==> src/rtl/read_stage_pkg.sv <==
// ----------------------------------------------------------------------------
// read_stage_pkg
// Shared widths and types for the operand-read stage.
//   D_W    : operand/result data width, taken from `D_BITS (16 if not set)
//   OP_W   : opcode field width
//   CNT_W  : stall counter width
//   RIDX_W : register index width
//   state_t: pipeline-register occupancy (EMPTY / FULL)
// ----------------------------------------------------------------------------
`ifndef D_BITS
`define D_BITS 16
`endif

package read_stage_pkg;

    localparam int D_W    = `D_BITS;
    localparam int OP_W   = 4;
    localparam int CNT_W  = 16;
    localparam int RIDX_W = 3;

    typedef logic [RIDX_W-1:0] ridx_t;

    typedef enum logic {
        EMPTY = 1'b0,
        FULL  = 1'b1
    } state_t;

endpackage

==> src/rtl/read_stage_hazard.sv <==
// ----------------------------------------------------------------------------
// read_hazard
// Combinational hazard detection for the operand-read stage.
// A load sitting in execute whose destination matches a source the incoming
// instruction actually reads forces a stall. When WB_STALL is set (no
// write-back bypass available) a same-cycle write-back to a read source
// also stalls, giving the regfile one cycle to absorb the write.
// Ports:
//   src1, src2   : incoming source registers
//   use_imm      : operand B is an immediate, so src2 is not read
//   ex_valid, ex_is_load, ex_dest : instruction currently in execute
//   wb_we, wb_dest               : write-back port
//   hazard       : stall the incoming instruction this cycle
// ----------------------------------------------------------------------------
module read_hazard
    import read_stage_pkg::*;
#(
    parameter bit WB_STALL = 1'b0
) (
    input  ridx_t src1,
    input  ridx_t src2,
    input  logic  use_imm,
    input  logic  ex_valid,
    input  logic  ex_is_load,
    input  ridx_t ex_dest,
    input  logic  wb_we,
    input  ridx_t wb_dest,
    output logic  hazard
);

    logic load_hit;
    logic wb_hit;

    assign load_hit = ex_valid & ex_is_load &
                      ((ex_dest == src1) | (~use_imm & (ex_dest == src2)));
    assign wb_hit   = wb_we &
                      ((wb_dest == src1) | (~use_imm & (wb_dest == src2)));

    assign hazard = load_hit | (WB_STALL & wb_hit);

endmodule

==> src/rtl/read_stage.sv <==
// ----------------------------------------------------------------------------
// read_stage
// Operand-read stage between decode and execute. Drives the regfile read
// addresses straight from the decode sources, selects operands (optionally
// bypassing the same-cycle write-back), and holds them in a one-entry
// pipeline register towards execute. Counts hazard-stall cycles.
//
// Handshake: a transfer happens on a clock edge where valid and ready are
// both high; valid, once raised, stays high with its payload stable until
// taken (or killed by flush). in_ready never depends on in_valid.
//
// Build option: READ_FWD_EN
//   defined   : write-back result is bypassed into operands A/B
//   undefined : no bypass; a write-back to a read source stalls one cycle
//
// Ports:
//   clk, rst (sync, active-low), flush
//   in_*      : decode side (valid/ready, op, dest, sources, immediate)
//   rf_src*   : regfile read addresses, rf_op* : regfile read data
//   wb_*      : write-back port
//   ex_*      : instruction currently in execute (load-use detection)
//   out_*     : registered operands to execute (valid/ready)
//   stall_cnt : saturating hazard-stall cycle count
//   dbg_state : pipeline-register occupancy, for observation
// ----------------------------------------------------------------------------
module read_stage
    import read_stage_pkg::*;
#(
    parameter int DW   = D_W,
    parameter int OPW  = OP_W,
    parameter int CNTW = CNT_W
) (
    input  logic            clk,
    input  logic            rst,
    input  logic            flush,
    input  logic            in_valid,
    output logic            in_ready,
    input  logic [OPW-1:0]  in_op,
    input  ridx_t           in_dest,
    input  ridx_t           in_src1,
    input  ridx_t           in_src2,
    input  logic            in_use_imm,
    input  logic [DW-1:0]   in_imm,
    output ridx_t           rf_src1,
    output ridx_t           rf_src2,
    input  logic [DW-1:0]   rf_op1,
    input  logic [DW-1:0]   rf_op2,
    input  logic            wb_we,
    input  ridx_t           wb_dest,
    input  logic [DW-1:0]   wb_result,
    input  logic            ex_valid,
    input  logic            ex_is_load,
    input  ridx_t           ex_dest,
    output logic            out_valid,
    input  logic            out_ready,
    output logic [OPW-1:0]  out_op,
    output ridx_t           out_dest,
    output logic [DW-1:0]   out_a,
    output logic [DW-1:0]   out_b,
    output logic [CNTW-1:0] stall_cnt,
    output state_t          dbg_state
);

`ifdef READ_FWD_EN
    localparam bit FWD_EN = 1'b1;
`else
    localparam bit FWD_EN = 1'b0;
`endif

    state_t        state_q, state_d;
    logic          hazard;
    logic          accept;
    logic [DW-1:0] op_a, op_b;

    read_hazard #(.WB_STALL(!FWD_EN)) u_hazard (
        .src1       (in_src1),
        .src2       (in_src2),
        .use_imm    (in_use_imm),
        .ex_valid   (ex_valid),
        .ex_is_load (ex_is_load),
        .ex_dest    (ex_dest),
        .wb_we      (wb_we),
        .wb_dest    (wb_dest),
        .hazard     (hazard)
    );

    assign rf_src1   = in_src1;
    assign rf_src2   = in_src2;
    assign out_valid = (state_q == FULL);
    assign dbg_state = state_q;

    assign in_ready = rst & ~flush & ~hazard & (~out_valid | out_ready);
    assign accept   = in_valid & in_ready;

    // With FWD_EN cleared the bypass terms fold away and operands come
    // straight from the regfile.
    assign op_a = (FWD_EN && wb_we && (wb_dest == in_src1)) ? wb_result : rf_op1;
    assign op_b = in_use_imm ? in_imm :
                  (FWD_EN && wb_we && (wb_dest == in_src2)) ? wb_result : rf_op2;

    // Flush beats accept/drain; reset is applied in the register below.
    always_comb begin
        state_d = state_q;
        if (flush) begin
            state_d = EMPTY;
        end else if (accept) begin
            state_d = FULL;
        end else if ((state_q == FULL) && out_ready) begin
            state_d = EMPTY;
        end
    end

    always_ff @(posedge clk) begin
        if (!rst) begin
            state_q <= EMPTY;
        end else begin
            state_q <= state_d;
        end
    end

    // Payload only moves on accept, which keeps it stable while held.
    always_ff @(posedge clk) begin
        if (!rst) begin
            out_op   <= '0;
            out_dest <= '0;
            out_a    <= '0;
            out_b    <= '0;
        end else if (accept) begin
            out_op   <= in_op;
            out_dest <= in_dest;
            out_a    <= op_a;
            out_b    <= op_b;
        end
    end

    always_ff @(posedge clk) begin
        if (!rst) begin
            stall_cnt <= '0;
        end else if (in_valid && hazard && (stall_cnt != '1)) begin
            stall_cnt <= stall_cnt + 1'b1;
        end
    end

endmodule

==> config.mk <==
export PLATFORM = sky130hd
export DESIGN_NAME = read_stage
export DESIGN_NICKNAME = d
export VERILOG_FILES = /design/src/rtl/read_stage_pkg.sv /design/src/rtl/read_stage_hazard.sv /design/src/rtl/read_stage.sv
export SDC_FILE = /design/constraint.sdc
export NUM_CORES = 1
export LEC_CHECK = 0
export ABC_AREA = 1
export BUFFER_PORTS_ARGS = -buffer_cell sky130_fd_sc_hd__buf_2
export CAP_MARGIN = 20
export CORE_ASPECT_RATIO = 0.75
export CORE_MARGIN = 5
export CORE_UTILIZATION = 50
export DETAILED_ROUTE_END_ITERATION = 16
export PLACE_DENSITY_LB_ADDON = 0.12
export SYNTH_ARGS = -nofsm -noshare
export SYNTH_HDL_FRONTEND = slang
export SYNTH_SLANG_ARGS = --single-unit
==> constraint.sdc <==
create_clock -name clk -period 5.06 [get_ports clk]
set_clock_uncertainty 0.05 [all_clocks]
set_input_delay 0.253 -clock clk [delete_from_list [all_inputs] [get_ports clk]]
set_output_delay 0.253 -clock clk [all_outputs]
set_load 0.1 [all_outputs]
==> impl_results.md, run 1 <==
- Result of the run: finished, final reports clean
- Largest net degree at the start of global routing: 80
- Ys flop type: sky130_fd_sc_hd__dfxtp_1
- Cell depth of the worst flop-to-flop path: 10
- Clock tree from TritonCTS: yes
- CTS sink count: 56
- Max Buffers Root-to-Sink: 2
- Final nets: 735
- Series of cell instances along the critical path: buf_2 -> inv_2 -> or2_1 -> nor3_1 -> buf_2
- Critical path endpoint category: output port
- Minimum hold slack: 116.2 ps
- Footprint of the flip-flops and latches: 1121 um^2
- Area fraction of the dominant cell type after synthesis: 35.56%
- EDFF count, synth: 0
- Overflow after GRT: 0
- P per Cell Area: 272.6 nW/um^2
- Row cnt: 25
- Layout filler cell count: 625
- CP peak stage delay: 600 ps
- Total routing usage reported by global routing: 19.29%
- Cell mode on critical path: sky130_fd_sc_hd__buf_2
- Post-Synthesis Mean Instance Area: 6.017 um^2
- Die Height: 78.77 um
- Power, Total: 0.001072 W
- Number of standard cells after synthesis: 524
- Inserted Diodes: 0
- Unrepaired setup endpoints after global routing: false
- Dominant cell type by area after synthesis: sky130_fd_sc_hd__dfxtp_1
- DRT iter0 DRCs: 108
- Most instantiated cells after synthesis: sky130_fd_sc_hd__nand2_1 (202), sky130_fd_sc_hd__nor2_1 (103), sky130_fd_sc_hd__inv_1 (62)
- Synth top area cells: sky130_fd_sc_hd__dfxtp_1 (36%), sky130_fd_sc_hd__nand2_1 (24%), sky130_fd_sc_hd__nor2_1 (12%), sky130_fd_sc_hd__inv_1 (7.4%), sky130_fd_sc_hd__nand4_1 (3.4%)
- Path type of the worst setup path: in -> out
- Floorplan die width: 101.7 um
- Async set or reset register ratio after synthesis: 0%
- Via count normalized by instance count: 4.591
- Aggregate routed wire length: 7.872 mm
- Pins over their slew limit: 0
- Core Region: 6225 um^2
- CP Max Fanout: 42
- Slew at the pin with the worst max-slew slack: 786.0 ps
- Area of the multi-input gates: 1624 um^2
- Number of remaining DRC errors: 0
- Number of warning messages in the yosys log: 0
- Final core utilization: 63.16%
- Synth Register Bits: 56
- Hpwl dp: 5.817 mm
- Post-CTS clock slew at the launch and capture registers of the worst setup and hold paths: 100 ps
- Maximum achievable frequency: 413.6 MHz
- Number of buffers inserted by post-CTS setup repair: 0
- Logic depth of the worst path, buffers included: 5
- Cell with the largest stage delay on the worst path: sky130_fd_sc_hd__buf_2
- Source of the worst hold timing path: rf_op1[2]
- Total nets after synthesis: 617
- Hold buffer count at CTS: 0
- Slew HR: 47.60%
- Hold Path Cell Cnt: 3
- Number of antenna violations at the first check in global routing: 0
- Area overhead of the layout relative to synthesis: 24.68%
- Clock root buffer: sky130_fd_sc_hd__clkbuf_8
- Max-capacitance violation count: 0
- Final Cell Area: 3931 um^2
- Count of distinct cell types in the synthesized netlist: 25
- Number of endpoints failing setup at the final stage: 0
- Clk Latency, worst-skew pair: 310 ps
- Critical path buffers and inverters: 3
- Count of instances resized after the clock tree is built: 0
- Drt wl/cell: 10.87 um
- Area of the die: 8011 um^2
- Kind of path behind the tightest hold check: in -> reg
- Number of hold-slack violations in the final timing report: 0
- Total placed instance area: 3792 um^2
- Worst EP required: 4760 ps
- Library cell with the highest instance count after synthesis: sky130_fd_sc_hd__nand2_1
- Vias in the first global route: 3065
- Total negative slack for setup checks: 0 ps
- Launching instance or port of the critical path: rst
- Fraction of final layout cells with drive strength greater than 1: 24.73%
- Maximum ir drop on the vdd rail: 0.0002127 V
- Crit path max-delay family: buffers and inverters
- Number of vias after detailed routing: 3324
- Data arrival time of the critical path: 2110 ps
- Antenna viol nets, final: 0
- Sequential element share of the synthesized area: 35.56%
- Worst R2R Start: stall_cnt[0]
- DRT Pass-1 Iters: 4
- Leakage power summed over all cells: 2.253 nW
- Effective utilization at floorplan: 50.65%
- Final weighted congestion of routability-driven global placement: 0.8294
- Total clock buffers created by CTS: 5
- Share of the cycle needed by the critical path after routing: 47.78%
- Crit path time final: 2418 ps
- Max H-tree Level: 2
- Post-synthesis cell area: 3153 um^2
- Ports placed on the boundary: 156
- First-pass GRT wire length: 13.01 mm
- Setup crit start kind: input port
- Port bufs: 139
## where the power goes
group          switching (W)  internal, W  total (W)
logic               0.000239    0.0000647   0.000304
clock network       0.000150     0.000150   0.000300
registers         0.00000865     0.000459   0.000467
## worst min-delay path, delay by kind of cell
kind / cells / cell delay [ps]
buffers and inverters: 1 / 70
AND/OR/NAND/NOR: 2 / 110
## sequential cells by signal (all words and copies together), names as in the netlist
register,count
out_b,16
out_a,16
out_op,4
stall_cnt,16
dbg_state,1
out_dest,3
## worst paths after layout
path | end | slack (ps)
max reg2reg | stall_cnt[0] | 3090
min | out_a[2] | 120
min reg2reg | out_b[1] | 460
max | in_ready | 2640
## routing by layer
layer	wire length, um	GRT usage (%)	share of wire (%)
met4	28	3.453	0.36
met1	3480	23.55	44
met3	736	5.970	9.3
met5	0	0	0
met2	3626	33.68	46
## placed cells by master (no fill, tap or decap)
master / n
sky130_fd_sc_hd__nor2_4: 2
sky130_fd_sc_hd__nand4_1: 17
sky130_fd_sc_hd__nand2_4: 1
sky130_fd_sc_hd__a21oi_1: 15
sky130_fd_sc_hd__buf_16: 1
sky130_fd_sc_hd__nand2_1: 202
sky130_fd_sc_hd__nor3_1: 3
sky130_fd_sc_hd__nand4_4: 1
sky130_fd_sc_hd__nand2_2: 2
sky130_fd_sc_hd__inv_6: 1
sky130_fd_sc_hd__nand3_1: 10
sky130_fd_sc_hd__xor2_1: 9
sky130_fd_sc_hd__inv_1: 62
sky130_fd_sc_hd__and2_1: 1
sky130_fd_sc_hd__nand3_4: 2
sky130_fd_sc_hd__or2_1: 1
sky130_fd_sc_hd__bufinv_16: 1
sky130_fd_sc_hd__ha_1: 1
sky130_fd_sc_hd__nor2_1: 103
sky130_fd_sc_hd__inv_2: 3
sky130_fd_sc_hd__dfxtp_1: 56
sky130_fd_sc_hd__xnor2_1: 3
sky130_fd_sc_hd__inv_4: 1
sky130_fd_sc_hd__clkbuf_1: 1
sky130_fd_sc_hd__buf_2: 139
sky130_fd_sc_hd__clkbuf_8: 5
## final cells by class
cell class              count  area share (%)
clock inverters             2          0.9866
flip-flops and latches     56           28.52
well taps                  81           2.578
inverters                  66           6.365
clock buffers               6           1.846
multi-input cells         373           41.31
repair buffers            140           18.40
## cell families after synthesis
kind of cell	after synthesis	share of synthesized area (%)
AO/OA/AOI/OAI	15	2.381
XOR/XNOR	12	3.334
adder cells (fa/ha/maj)	1	0.3968
buffers and inverters	95	13.21
flip-flops	56	35.56
AND/OR/NAND/NOR	345	45.12
## metrics by stage
step                      cells  worst slack (ps)
after floorplan             524              1674
after global placement      715              1950
after detailed placement    715              1946
after CTS                   723              2277
after global routing        724              2520
final                       724              2642
(Power assumes the default switching activity.)
==> inputs of run 2 (changes only) <==
--- a/config.mk
+++ b/config.mk
@@ -10,7 +10,7 @@
 export CAP_MARGIN = 20
 export CORE_ASPECT_RATIO = 0.75
 export CORE_MARGIN = 5
-export CORE_UTILIZATION = 50
+export CORE_UTILIZATION = 42
 export DETAILED_ROUTE_END_ITERATION = 16
 export PLACE_DENSITY_LB_ADDON = 0.12
 export SYNTH_ARGS = -nofsm -noshare
==> constraint.sdc (replaced) <==
create_clock -name clk -period 2.2 [get_ports clk]
set_clock_uncertainty 0.05 [all_clocks]
set_input_delay 0.11 -clock clk [delete_from_list [all_inputs] [get_ports clk]]
set_output_delay 0.11 -clock clk [all_outputs]
set_load 0.1 [all_outputs]
==> impl_results.md, run 2 (synthesis results as in run 1) <==
- Count of instances resized after the clock tree is built: 0 (unchanged)
- R2r endpoint: stall_cnt[15]
- Switching power: 0.0009295 W (+130%)
- Most used cells in the layout excluding fill and tap cells: sky130_fd_sc_hd__nand2_1 (202), sky130_fd_sc_hd__buf_2 (138), sky130_fd_sc_hd__nor2_1 (103)
- Crit path time final: 1880 ps
- Final weighted congestion of routability-driven global placement: 0.8686 (+4.7%)
- Overflow after GRT: 0 (unchanged)
- Max H-tree Level: 2 (unchanged)
- Cell depth of the worst flop-to-flop path: 9 (-1)
- Result of the run: finished, final reports clean
- Effective utilization at floorplan: 43.01% (-7.6 points)
- Number of endpoints failing setup at the final stage: 0 (unchanged)
- Critical path endpoint category: flip-flop
- Internal reg-to-reg setup slack: 320 ps (-2770 ps)
- Total negative slack for setup checks: 0 ps (unchanged)
- Worst EP required: 2380 ps (-2380 ps)
- Row cnt: 27 (+8.0%)
- Most frequent standard cell in the layout excluding fill and tap cells: sky130_fd_sc_hd__nand2_1
- Clock tree from TritonCTS: yes
- Number of hold-slack violations in the final timing report: 0 (unchanged)
- Ports placed on the boundary: 156 (unchanged)
- Fraction of final layout cells with drive strength greater than 1: 26.85% (+2.1 points)
- Clk Latency, worst-skew pair: 300 ps (about the same)
- Number of remaining DRC errors: 0 (unchanged)
- Drt wl/cell: 11.32 um (+4.1%)
- Slew HR: 66.35% (+19 points)
- Max-capacitance violation count: 0 (unchanged)
- Final core utilization: 58.58% (-4.6 points)
- Via count normalized by instance count: 4.543 (-1.0%)
- Aggregate routed wire length: 8.776 mm (+11%)
- Vias in the first global route: 3312 (+8.1%)
- Hold Path End: out_b[9]
- First-pass GRT wire length: 14.51 mm (+12%)
- Core Region: 7331 um^2 (+18%)
- Worst R2R Start: stall_cnt[1]
- Maximum achievable frequency: 531.8 MHz
- Leakage power summed over all cells: 2.401 nW (+6.6%)
- Hold buffer count at CTS: 23 (+23)
- Total routing usage reported by global routing: 18.75% (-0.54 points)
- Internal power consumption: 0.001590 W (+140%)
- Share of the cycle needed by the critical path after routing: 85.47%
- Area of the die: 9358 um^2 (+17%)
- Share of power burned in combinational logic: 30.0% (+1.6 points)
- Hpwl dp: 6.388 mm (+9.8%)
- Largest net degree at the start of global routing: 42 (-48%)
- DRT iter0 DRCs: 128 (+19%)
- Floorplan die width: 110.0 um (+8.2%)
- DRT Pass-1 Iters: 4 (unchanged)
- Inserted Diodes: 0 (unchanged)
- Hold Path Cell Cnt: 5 (+2)
- Seq pwr share: 42.7% (-0.9 points)
- Data arrival time of the critical path: 2060 ps (-50 ps)
- Source of the worst hold timing path: rf_op2[9]
- Slew at the pin with the worst max-slew slack: 508.3 ps (-277.7 ps)
- Number of antenna violations at the first check in global routing: 0 (unchanged)
- Unrepaired setup endpoints after global routing: false
- Number of buffers inserted by post-CTS setup repair: 0 (unchanged)
- Port bufs: 139 (unchanged)
- Clock root buffer: sky130_fd_sc_hd__clkbuf_8
- Layout filler cell count: 732 (+17%)
- Pins over their slew limit: 0 (unchanged)
- Post-CTS clock slew at the launch and capture registers of the worst setup and hold paths: 100 ps (about the same)
- CTS sink count: 56 (unchanged)
- Power share of the clock group: 27.3% (-0.7 points)
- Area overhead of the layout relative to synthesis: 36.19%
- Total clock buffers created by CTS: 5 (unchanged)
- Path type of the worst setup path: reg -> reg
- Final nets: 766 (+4.2%)
- Maximum ir drop on the vdd rail: 0.0003095 V (+46%)
- Top Registers: out_a: 16 flops, out_b: 16 flops, stall_cnt: 16 flops
- Number of vias after detailed routing: 3521 (+5.9%)
- CP Max Fanout: 16 (-62%)
- Max Buffers Root-to-Sink: 2 (unchanged)
- Setup crit start kind: flip-flop
- Switching share of power: 36.89% (-0.26 points)
- Area of the multi-input gates: 1635 um^2 (+0.69%)
- Kind of path behind the tightest hold check: in -> reg
- P per Cell Area: 586.8 nW/um^2 (+120%)
- Die Height: 85.04 um (+8.0%)
- Footprint of the flip-flops and latches: 1137 um^2 (+1.5%)
- Antenna viol nets, final: 0 (unchanged)
[run 2: changes by cell type in the layout (fill, tap and decap cells not counted)]
cell,before,now
sky130_fd_sc_hd__buf_12,0,3
sky130_fd_sc_hd__buf_16,1,0
sky130_fd_sc_hd__buf_2,139,138
sky130_fd_sc_hd__buf_4,0,7
sky130_fd_sc_hd__dfxtp_1,56,43
sky130_fd_sc_hd__dfxtp_2,0,13
sky130_fd_sc_hd__dlygate4sd3_1,0,23
sky130_fd_sc_hd__nor3_1,3,2
sky130_fd_sc_hd__nor3_4,0,1
[run 2: worst max path at each step]
| stage | to | start | depth (start not counted) | slack, ps |
|---|---|---|---|---|
| global route | stall_cnt[7] | stall_cnt[0] | 9 | 150 |
| floorplan | stall_cnt[11] | stall_cnt[12] | 7 | 30 |
| finish | stall_cnt[15] | stall_cnt[1] | 9 | 320 |
| CTS | stall_cnt[15] | stall_cnt[0] | 9 | 330 |
| global placement | stall_cnt[0] | stall_cnt[0] | 10 | 350 |
| detailed placement | stall_cnt[15] | stall_cnt[0] | 9 | 340 |
[run 2: routing by layer]
layer / up-vias / routed length [um] / global-route usage [%]
met5: - / 0 / 0
met4: 0 / 44 / 2.718
met3: 5 / 688 / 5.019
met2: 93 / 4121 / 32.60
met1: 1573 / 3921 / 23.62
li1: 1850 / - / -
[run 2: power groups by stage]
stage / Clock [W] / Sequential [W] / Combinational (W)
6_report: 0.000689 / 0.00108 / 0.000755
2_1_floorplan: 0 / 0.00140 / 0.000258
3_5_place_dp: 0 / 0.00110 / 0.000723
4_1_cts: 0.000724 / 0.00108 / 0.000756
5_1_grt: 0.000763 / 0.00108 / 0.000814
3_3_place_gp: 0 / 0.00110 / 0.000715
[run 2: area by class of cell]
| type | count | area share, % |
|---|---|---|
| clock buffers | 6 | 1.690 |
| clock inverters | 2 | 0.9033 |
| inverters | 66 | 5.828 |
| multi-input cells | 373 | 38.08 |
| flip-flops and latches | 56 | 26.49 |
| well taps | 101 | 2.943 |
| repair buffers | 171 | 24.07 |
[run 2: stage by stage]
step / power (W) / area [um^2] / setup WS, ps / cells / hold WS (ps)
floorplan: 0.001658 / 3181 / 29.85 / 524 / 194.9
global placement: 0.001811 / 3953 / 353.1 / 744 / 280.8
detailed placement: 0.001822 / 3953 / 341.1 / 744 / 286.1
CTS: 0.002556 / 4294 / 326.2 / 775 / 56.72
global route: 0.002658 / 4294 / 149.5 / 775 / 66.01
finish: 0.002520 / 4294 / 319.6 / 775 / 66.92
[run 2: worst max-delay path, cell delays in order, from the launching register on]
cell,delay [ps]
sky130_fd_sc_hd__dfxtp_2,380
sky130_fd_sc_hd__ha_1,220
sky130_fd_sc_hd__nand2_2,110
sky130_fd_sc_hd__nor2_4,170
sky130_fd_sc_hd__nand2_2,80
sky130_fd_sc_hd__nor2_4,120
sky130_fd_sc_hd__nand3_4,200
sky130_fd_sc_hd__nand3_4,270
sky130_fd_sc_hd__nand2_1,80
sky130_fd_sc_hd__a21oi_1,130
